--- config.mk ---
export PLATFORM = sky130hd
export DESIGN_NAME = qam_symbol_packetizer_flat
export DESIGN_NICKNAME = d
export VERILOG_FILES = /design/src/rtl/qam_symbol_packetizer_if.sv /design/src/rtl/qam_symbol_packetizer.sv /design/src/flat_wrapper.sv
export SDC_FILE = /design/constraint.sdc
export NUM_CORES = 2
export LEC_CHECK = 0
export CORE_UTILIZATION = 40
export DETAILED_ROUTE_END_ITERATION = 8
export HOLD_SLACK_MARGIN = 0.1
export SYNTH_ARGS = -nofsm -noshare
export SYNTH_HDL_FRONTEND = slang
export SYNTH_SLANG_ARGS = --single-unit
--- constraint.sdc ---
create_clock -name ipClk -period 5.8 [get_ports ipClk]
set_input_delay 0.58 -clock ipClk [delete_from_list [all_inputs] [get_ports ipClk]]
set_output_delay 0.58 -clock ipClk [all_outputs]
set_load 0.02 [all_outputs]
--- src/rtl/qam_symbol_packetizer_if.sv ---
// UART_PACKET stream from the QAM symbol packetizer to the UART transmitter.
// The master drives every field; the slave observes them.
interface qam_symbol_packetizer_if;
  logic [7:0] Source;
  logic [7:0] Destination;
  logic [7:0] Length;
  logic [7:0] Data;
  logic       SoP;
  logic       EoP;
  logic       Valid;

  modport master (
    output Source,
    output Destination,
    output Length,
    output Data,
    output SoP,
    output EoP,
    output Valid
  );

  modport slave (
    input Source,
    input Destination,
    input Length,
    input Data,
    input SoP,
    input EoP,
    input Valid
  );
endinterface

--- src/rtl/qam_symbol_packetizer.sv ---
// Reassembles 4-bit QAM symbols into 16-bit words and streams them as UART packets.
// Optional idle flush of partial packets: define QAM_PKT_FLUSH_TIMEOUT_EN.
module qam_symbol_packetizer #(
  parameter int         WORDS_PER_PKT = 8,
  parameter int         FIFO_DEPTH    = 256,
  parameter logic [7:0] SRC_ADDR      = 8'h10,
  parameter logic [7:0] DEST_ADDR     = 8'h00,
  parameter int         FLUSH_CYCLES  = 4184100
) (
  input  logic                           ipClk,
  input  logic                           ipReset,
  input  logic [3:0]                     ipQAMBlock,
  input  logic                           ipQAMBlockValid,
  input  logic                           ipAlign,
  input  logic                           ipTxReady,
  qam_symbol_packetizer_if.master        opTxStream,
  output logic [12:0]                    opFIFO_Size,
  output logic                           opOverflow
);

  localparam int          AW    = (FIFO_DEPTH > 1) ? $clog2(FIFO_DEPTH) : 1;
  localparam logic [12:0] DEPTH = 13'(FIFO_DEPTH);
  localparam logic [12:0] WPP   = 13'(WORDS_PER_PKT);

  typedef enum logic [1:0] {
    IDLE,
    LOAD,
    SEND_LO,
    SEND_HI
  } state_t;

  // nibble assembly
  logic [1:0]  r_nib;
  logic [15:0] r_word;
  logic        r_push;
  logic [1:0]  w_nib;

  // word FIFO
  logic [15:0]   r_mem [FIFO_DEPTH];
  logic [AW-1:0] r_wptr;
  logic [AW-1:0] r_rptr;
  logic [12:0]   r_count;
  logic [15:0]   r_rdata;
  logic          r_ovf;
  logic          w_wr;
  logic          w_pop;

  // transmit FSM
  state_t      r_state;
  logic [12:0] r_left;
  logic        r_first;
  logic [15:0] r_txword;
  logic [7:0]  r_src;
  logic [7:0]  r_dst;
  logic [7:0]  r_len;
  logic [7:0]  r_data;
  logic        r_sop;
  logic        r_eop;
  logic        r_valid;
  logic        w_start;
  logic [12:0] w_start_words;

`ifdef QAM_PKT_FLUSH_TIMEOUT_EN
  logic [22:0] r_idle;
`else
  logic        w_unused_flush;
  assign w_unused_flush = (FLUSH_CYCLES != 0);
`endif

  // align in the same cycle as a symbol makes that symbol nibble 0
  assign w_nib = ipAlign ? 2'd0 : r_nib;

  // store each symbol into its nibble slot; request a push once nibble 3 lands
  always_ff @(posedge ipClk or negedge ipReset) begin
    if (!ipReset) begin
      r_nib  <= 2'd0;
      r_word <= 16'h0000;
      r_push <= 1'b0;
    end else begin
      r_push <= ipQAMBlockValid && (w_nib == 2'd3);
      if (ipQAMBlockValid) begin
        r_word[{w_nib, 2'b00} +: 4] <= ipQAMBlock;
        r_nib <= w_nib + 2'd1;
      end else if (ipAlign) begin
        r_nib <= 2'd0;
      end
    end
  end

  // a full FIFO still takes a word when a pop frees a slot the same cycle
  assign w_wr = r_push && ((r_count < DEPTH) || w_pop);

  // storage array; contents are don't-care once the pointers reset
  always_ff @(posedge ipClk) begin
    if (w_wr) r_mem[r_wptr] <= r_word;
  end

  // pointers, occupancy, registered read data and sticky overflow
  always_ff @(posedge ipClk or negedge ipReset) begin
    if (!ipReset) begin
      r_wptr  <= '0;
      r_rptr  <= '0;
      r_count <= 13'd0;
      r_rdata <= 16'h0000;
      r_ovf   <= 1'b0;
    end else begin
      if (w_wr) r_wptr <= r_wptr + 1'b1;
      if (w_pop) begin
        r_rptr  <= r_rptr + 1'b1;
        r_rdata <= r_mem[r_rptr];
      end
      unique case ({w_wr, w_pop})
        2'b10:   r_count <= r_count + 13'd1;
        2'b01:   r_count <= r_count - 13'd1;
        default: r_count <= r_count;
      endcase
      if (r_push && !w_wr) r_ovf <= 1'b1;
    end
  end

`ifdef QAM_PKT_FLUSH_TIMEOUT_EN
  // idle timer: restarts on any push and whenever a packet is in flight
  always_ff @(posedge ipClk or negedge ipReset) begin
    if (!ipReset) begin
      r_idle <= 23'd0;
    end else if (r_push || (r_state != IDLE)) begin
      r_idle <= 23'd0;
    end else if (r_idle != '1) begin
      r_idle <= r_idle + 23'd1;
    end
  end
`endif

  // packet start decision and its word count
  always_comb begin
    w_start       = 1'b0;
    w_start_words = WPP;
    if (r_state == IDLE) begin
      if (r_count >= WPP) begin
        w_start = 1'b1;
`ifdef QAM_PKT_FLUSH_TIMEOUT_EN
      end else if ((r_count != 13'd0) &&
                   (r_idle >= 23'(FLUSH_CYCLES))) begin
        w_start       = 1'b1;
        w_start_words = r_count;
`endif
      end
    end
  end

  assign w_pop = w_start ||
                 ((r_state == SEND_HI) && ipTxReady && (r_left != 13'd0));

  // transmit FSM with registered stream outputs
  always_ff @(posedge ipClk or negedge ipReset) begin
    if (!ipReset) begin
      r_state  <= IDLE;
      r_left   <= 13'd0;
      r_first  <= 1'b0;
      r_txword <= 16'h0000;
      r_src    <= 8'h00;
      r_dst    <= 8'h00;
      r_len    <= 8'h00;
      r_data   <= 8'h00;
      r_sop    <= 1'b0;
      r_eop    <= 1'b0;
      r_valid  <= 1'b0;
    end else begin
      unique case (r_state)
        IDLE: begin
          if (w_start) begin
            r_len   <= {w_start_words[6:0], 1'b0};
            r_src   <= SRC_ADDR;
            r_dst   <= DEST_ADDR;
            r_left  <= w_start_words - 13'd1;
            r_first <= 1'b1;
            r_state <= LOAD;
          end
        end
        LOAD: begin
          r_txword <= r_rdata;
          r_data   <= r_rdata[7:0];
          r_sop    <= r_first;
          r_eop    <= 1'b0;
          r_valid  <= 1'b1;
          r_state  <= SEND_LO;
        end
        SEND_LO: begin
          if (ipTxReady) begin
            r_data  <= r_txword[15:8];
            r_sop   <= 1'b0;
            r_first <= 1'b0;
            r_eop   <= (r_left == 13'd0);
            r_state <= SEND_HI;
          end
        end
        SEND_HI: begin
          if (ipTxReady) begin
            r_valid <= 1'b0;
            r_eop   <= 1'b0;
            if (r_left != 13'd0) begin
              r_left  <= r_left - 13'd1;
              r_state <= LOAD;
            end else begin
              r_state <= IDLE;
            end
          end
        end
        default: r_state <= IDLE;
      endcase
    end
  end

  assign opTxStream.Source      = r_src;
  assign opTxStream.Destination = r_dst;
  assign opTxStream.Length      = r_len;
  assign opTxStream.Data        = r_data;
  assign opTxStream.SoP         = r_sop;
  assign opTxStream.EoP         = r_eop;
  assign opTxStream.Valid       = r_valid;
  assign opFIFO_Size            = r_count;
  assign opOverflow             = r_ovf;

endmodule

--- src/flat_wrapper.sv ---
// flat-port wrapper written by rule: the top's interface ports become plain ports
module qam_symbol_packetizer_flat 
#(
  parameter int         WORDS_PER_PKT = 8,
  parameter int         FIFO_DEPTH    = 256,
  parameter logic [7:0] SRC_ADDR      = 8'h10,
  parameter logic [7:0] DEST_ADDR     = 8'h00,
  parameter int         FLUSH_CYCLES  = 4184100
)
  (ipClk, ipReset, ipQAMBlock, ipQAMBlockValid, ipAlign, ipTxReady, opFIFO_Size, opOverflow, opTxStream_Source, opTxStream_Destination, opTxStream_Length, opTxStream_Data, opTxStream_SoP, opTxStream_EoP, opTxStream_Valid);
  qam_symbol_packetizer_if opTxStream_i ();
  input  logic ipClk;
  input  logic ipReset;
  input  logic [3:0] ipQAMBlock;
  input  logic ipQAMBlockValid;
  input  logic ipAlign;
  input  logic ipTxReady;
  output logic [12:0] opFIFO_Size;
  output logic opOverflow;
  output wire logic [$bits(opTxStream_i.Source)-1:0] opTxStream_Source;
  output wire logic [$bits(opTxStream_i.Destination)-1:0] opTxStream_Destination;
  output wire logic [$bits(opTxStream_i.Length)-1:0] opTxStream_Length;
  output wire logic [$bits(opTxStream_i.Data)-1:0] opTxStream_Data;
  output wire logic [$bits(opTxStream_i.SoP)-1:0] opTxStream_SoP;
  output wire logic [$bits(opTxStream_i.EoP)-1:0] opTxStream_EoP;
  output wire logic [$bits(opTxStream_i.Valid)-1:0] opTxStream_Valid;
  assign opTxStream_Source = opTxStream_i.Source;
  assign opTxStream_Destination = opTxStream_i.Destination;
  assign opTxStream_Length = opTxStream_i.Length;
  assign opTxStream_Data = opTxStream_i.Data;
  assign opTxStream_SoP = opTxStream_i.SoP;
  assign opTxStream_EoP = opTxStream_i.EoP;
  assign opTxStream_Valid = opTxStream_i.Valid;
  qam_symbol_packetizer #(.WORDS_PER_PKT(WORDS_PER_PKT), .FIFO_DEPTH(FIFO_DEPTH), .SRC_ADDR(SRC_ADDR), .DEST_ADDR(DEST_ADDR), .FLUSH_CYCLES(FLUSH_CYCLES)) u_core (.ipClk(ipClk), .ipReset(ipReset), .ipQAMBlock(ipQAMBlock), .ipQAMBlockValid(ipQAMBlockValid), .ipAlign(ipAlign), .ipTxReady(ipTxReady), .opTxStream(opTxStream_i), .opFIFO_Size(opFIFO_Size), .opOverflow(opOverflow));
endmodule
-- Word level (Yosys, flattened, before mapping)
Memories as Yosys holds them, arrays and structs flattened. A register that Yosys moved wholly into a read port is not among the register bits.
Cells that the tools add are included.
- equality and inequality tests: 10
- shifts and indexed selects: 2
- $lt $le $gt $ge: 2
- add/sub/neg operators: 7
- reduce and logical (&&, ||, !) cells: 25
- multiplexer cells: 26
- operators by type and width (cell ; number):
    case mux 13 bit (2 select lines) ; 2
    2-to-1 mux 13 bit ; 3
    subtractor 13 x 1 -> 13 bit, second input constant ; 2
    adder 8 x 1 -> 8 bit, second input constant ; 2
    bitwise mux 16 bit ; 1
    case mux 8 bit (2 select lines) ; 1
    variable shift 4 x 6 -> 16 bit, first input constant ; 1
    variable part select 4 x 6 -> 16 bit ; 1
    adder 13 x 1 -> 13 bit, second input constant ; 1
    >= comparator 13 x 4 -> 1 bit, second input constant ; 1
    logical NOT 13 bit ; 1
    < comparator 13 x 9 -> 1 bit, second input constant ; 1
    nonzero test 13 bit ; 1
    2-to-1 mux 2 bit ; 5
    nonzero test 2 bit ; 5
    AND reduction 3 bit ; 3
    == test 2 bit, second input constant ; 4
    2-to-1 mux 1 bit ; 8
    2-to-1 mux 8 bit ; 1
    case mux 2 bit (4 select lines) ; 1
    inequality test 2 bit, second input constant ; 3
    negator 4 -> 6 bit ; 1
    case mux 1 bit (2 select lines) ; 3
    AND reduction 2 bit ; 3
    other kinds (10) ; 17
- RAM bits: 4096
- bits of input ports: 9
- logic and storage cells: 89
- flip-flop bits (word level): 93
- memories kept: 1
- output and inout port bits: 49
- memory list (memory ; words ; bits a word ; rd ports ; clocked after memory_dff ; wr ports ; RTL line ; RTL):
    u_core.r_mem ; 256 ; 16 ; 1 ; 1 ; 1 ; qam_symbol_packetizer.sv:39 ; logic [15:0] r_mem [FIFO_DEPTH];

-- Longest topological paths before layout
- word-level depth: 8
- depth in mapped cells: 16

-- Worst setup path before layout
No wires, ideal clock.
- path type: register to register
- from: register u_core.r_word[0]
- to: memory u_core.r_mem[0][0], data pin
- data required time: 4996 ps
- arrival time: 3183 ps
- path slack: 1813 ps
- library setup time: 804 ps
- stages on the path, launching flop included: 1
- path through: dfrtp_1
- RTL lines (what ; RTL line ; RTL):
    from (decl) ; qam_symbol_packetizer.sv:34 ; logic [15:0] r_word;
    from (signal, indexed assignment) ; qam_symbol_packetizer.sv:82 ; r_word[{w_nib, 2'b00} +: 4] <= ipQAMBlock;
    to (decl) ; qam_symbol_packetizer.sv:39 ;
Straight into the memory's write port.

==> results.yml <==
outcome:
  outcome: "finished, violations left"
  failed_checks: "max-slew violations"
die:
  die_y_um: 638
  dieArea_um2: 406000
  dieWidth_um: 638
  pin_count: 58
  initial_core_util: 0.402
  rows: 233
  core_um2: 402000
setup_path:
  slowest_delay_ps: 960
  crit_required_ps: 6660
  path_max_fanout: 28
  critPathCaptureType: "flip-flop"
  crit-reg2reg-launch: "u_core.r_rptr[0]"
  cp_common_cell: "buf_12"
  crit_start: "u_core.r_rptr[0]"
  rr_worst_depth: 10
  r2r_slack_ps: 760
  worstPathCellList: "buf_12, buf_12, buf_12, buf_4, mux4_2, a22oi_1, nand3_1, a211oi_1, a311oi_1, a211o_1"
  cp_slowest_cell: "a211oi_1"
  arrival_ps: 5900
  path_class: "reg -> reg"
  cp-start-kind: "flip-flop"
  r2r-end: "u_core.r_rdata[12]"
layout:
  area_growth_syn_to_layout_pct: 14.2
  instances_no_fill: 13500
  fillers: 33100
  drive_gt1_frac: 0.277
  multi_input_area_um2: 34100
  layout_commonest_cell: "edfxtp_1"
  nets: 7903
  seqCellArea_um2: 126000
  mostFrequentLayoutCells: "edfxtp_1 (4096), mux4_2 (1010), buf_4 (452)"
yosys:
  synthArstFlopShare: 0.0241
  synth_top_cell_by_area: "edfxtp_1"
  synth_top_area_frac: 0.761
  ys.flop_type: "edfxtp_1"
  synth_area_leaders: "edfxtp_1 (76%), mux4_2 (14%), dfrtp_1 (1.6%)"
  ys_warn_count: 0
  synth_cell_type_count: 75
  synthCells: 7329
  synth_edf_count: 4096
  syn_area_per_cell_um2: 22.0
  ys_ff_latch: 4197
  synth-seq-area-share: 0.777
  netlist_area_um2: 162000
drt:
  route.detailed.drc: 0
  drt_iter0_drc: 10900
  dr.pass1.iters: 6
  drt-wirelength-per-cell_um: 32.9
  wirelength_mm: 444
  num_vias: 80500
  vias_per_cell: 5.96
  ant_nets: 0
placed_design:
  dp_hpwl_mm: 269
  port_buffers: 35
  place_ws_ps: 939
  placed_cells: 12700
  gp_congestion: 0.863
global_route:
  grt_antenna_before_repair: 25
  grt_pass1_wl_mm: 620
  gr-total-overflow: 0
  grt_pass1_vias: 79400
  grt_max_degree: 171
  grt_use_total: 0.215
pwr:
  p_per_area_nw_per_um2: 457
  p_leak_uw: 0.0555
  p_int_uw: 58000
  seqPwrFrac: 0.412
  clkPwrFrac: 0.313
  irDropWorstVdd_mv: 0.332
  power.switching_uw: 26300
  combPwrFrac: 0.275
  finalPower_uw: 84300
  swShare: 0.312
clock_tree:
  cts_buffer_depth: 4
  ctsRootBufferMaster: "clkbuf_16"
  clock_latency_ps: 990
  clock-sinks: 4197
  cts.clk_slew.worst_paths_ps: 60
  holdBufCountCts: 1
  post_cts_resize_count: 0
  cts_htree_levels: 5
  cts_tree: "yes"
  cts_setup_buffers: 0
  numCtsBuffers: 419
timing:
  clock_skew_ps: 44.7
  tightest_slew_ps: 1540
  setup_viol: 0
  hold_viol_final: 0
  fin_tns_setup_ps: 0
  layout_setup_ws_ps: 761
  slew_headroom: -0.0242
  maxSlewViolCount: 35
  fmax_mhz: 198
  period_minus_slack_ps: 5040
  finalCritPeriodShare: 0.869
  rsz0062_at_grt: "false"
min_path:
  hp-class: "in -> async"
flow_run:
  drv_cap: 0
synth_stat cells, drive strengths merged (5+ instances only):
library cell	n
dfrtp	101
o22ai	27
inv	19
xnor2	20
nor2	315
nor4b	5
buf	244
clkbuf	204
a311oi	6
xor2	16
ha	26
a221o	6
nand4	11
a221oi	80
a32o	7
and3b	5
a22o	30
nor4	14
o221ai	17
o21ai	87
nand2	164
a211oi	43
and2	8
mux2i	151
nand3	114
mux2	77
nor2b	20
nor3	15
and3	11
a21oi	69
nand2b	11
edfxtp	4096
a2111oi	13
a31oi	10
a22oi	197
o211ai	17
mux4	1010
a211o	12
layer usage:
metal,share of wire,wire (µm),vias up,global-route usage
li1,-,-,32000,-
met1,0.40,179000,43400,0.307
met2,0.47,208000,4332,0.336
met3,0.096,42700,662,0.0403
met4,0.032,14100,18,0.0633
met5,0.00027,119,-,0
final cells by class:
cell class / count / share of cell area
timing repair buffer: 544 / 0.0263
antenna: 6 / 0.0000813
sequential: 4197 / 0.681
clock inverter: 238 / 0.0116
inverter: 20 / 0.000475
multi-input combinational: 2685 / 0.185
tap: 5287 / 0.0358
clock buffer: 528 / 0.0603
how the worst max path moves through the flow:
stage                     slack (ps)  depth (start not counted)            endpoint
final                            760                         10  u_core.r_rdata[12]
after global routing             710                         10  u_core.r_rdata[12]
after CTS                        930                         10  u_core.r_rdata[12]
after detailed placement         940                         10  u_core.r_rdata[12]
after global placement           310                          7   u_core.r_rdata[9]
after floorplan                 1810                          0  u_core.r_mem[0][0]
power by group through the flow:
stage,Combinational (µW),Clock [µW],Sequential [µW]
2_1_floorplan,13900,0,35200
3_3_place_gp,23100,0,35300
3_5_place_dp,23200,0,35300
4_1_cts,23300,26800,34700
5_1_grt,24100,27900,34700
6_report,23200,26400,34700
per-stage QoR:
step,hold WS (ps),util,instance area (µm²)
final,259,0.459,185000
after global routing,299,0.459,185000
after CTS,228,0.459,185000
after detailed placement,478,0.426,171000
after global placement,467,0.426,171000
after floorplan,284,-,162000
sequential cells by signal (all words and copies together) (netlist names), 8 cells and up:
signal,count
u_core.opTxStream.Data,8
u_core.r_left,13
u_core.r_rdata,16
u_core.r_wptr,8
u_core.r_rptr,8
u_core.r_mem,4096
u_core.r_word,16
u_core.r_txword,8
u_core.opFIFO_Size,13
worst max-delay path, delay by kind of cell, from the launching register on:
| family | cells | cell delay, ps |
|---|---|---|
| buffers and inverters | 4 | 1210 |
| DFF | 1 | 930 |
| AOI/OAI and AO/OA | 4 | 1950 |
| muxes | 1 | 540 |
| and+or+nand+nor | 1 | 200 |
cell families (layout without fill, tap and decap cells):
kind of cell               count (synthesis)  after routing  share of synthesized area
AOI/OAI and AO/OA                        643            643                     0.0290
xor gates and xnor gates                  36             36                    0.00195
adders and majority gates                 27             27                    0.00214
buffers and inverters                    468           1330                     0.0144
DFF                                     4197           4197                      0.777
muxes                                   1238           1238                      0.156
other                                      1             28                  0.0000232
and+or+nand+nor                          719            719                     0.0200
Note: power is estimated with default switching activity, not from simulation.
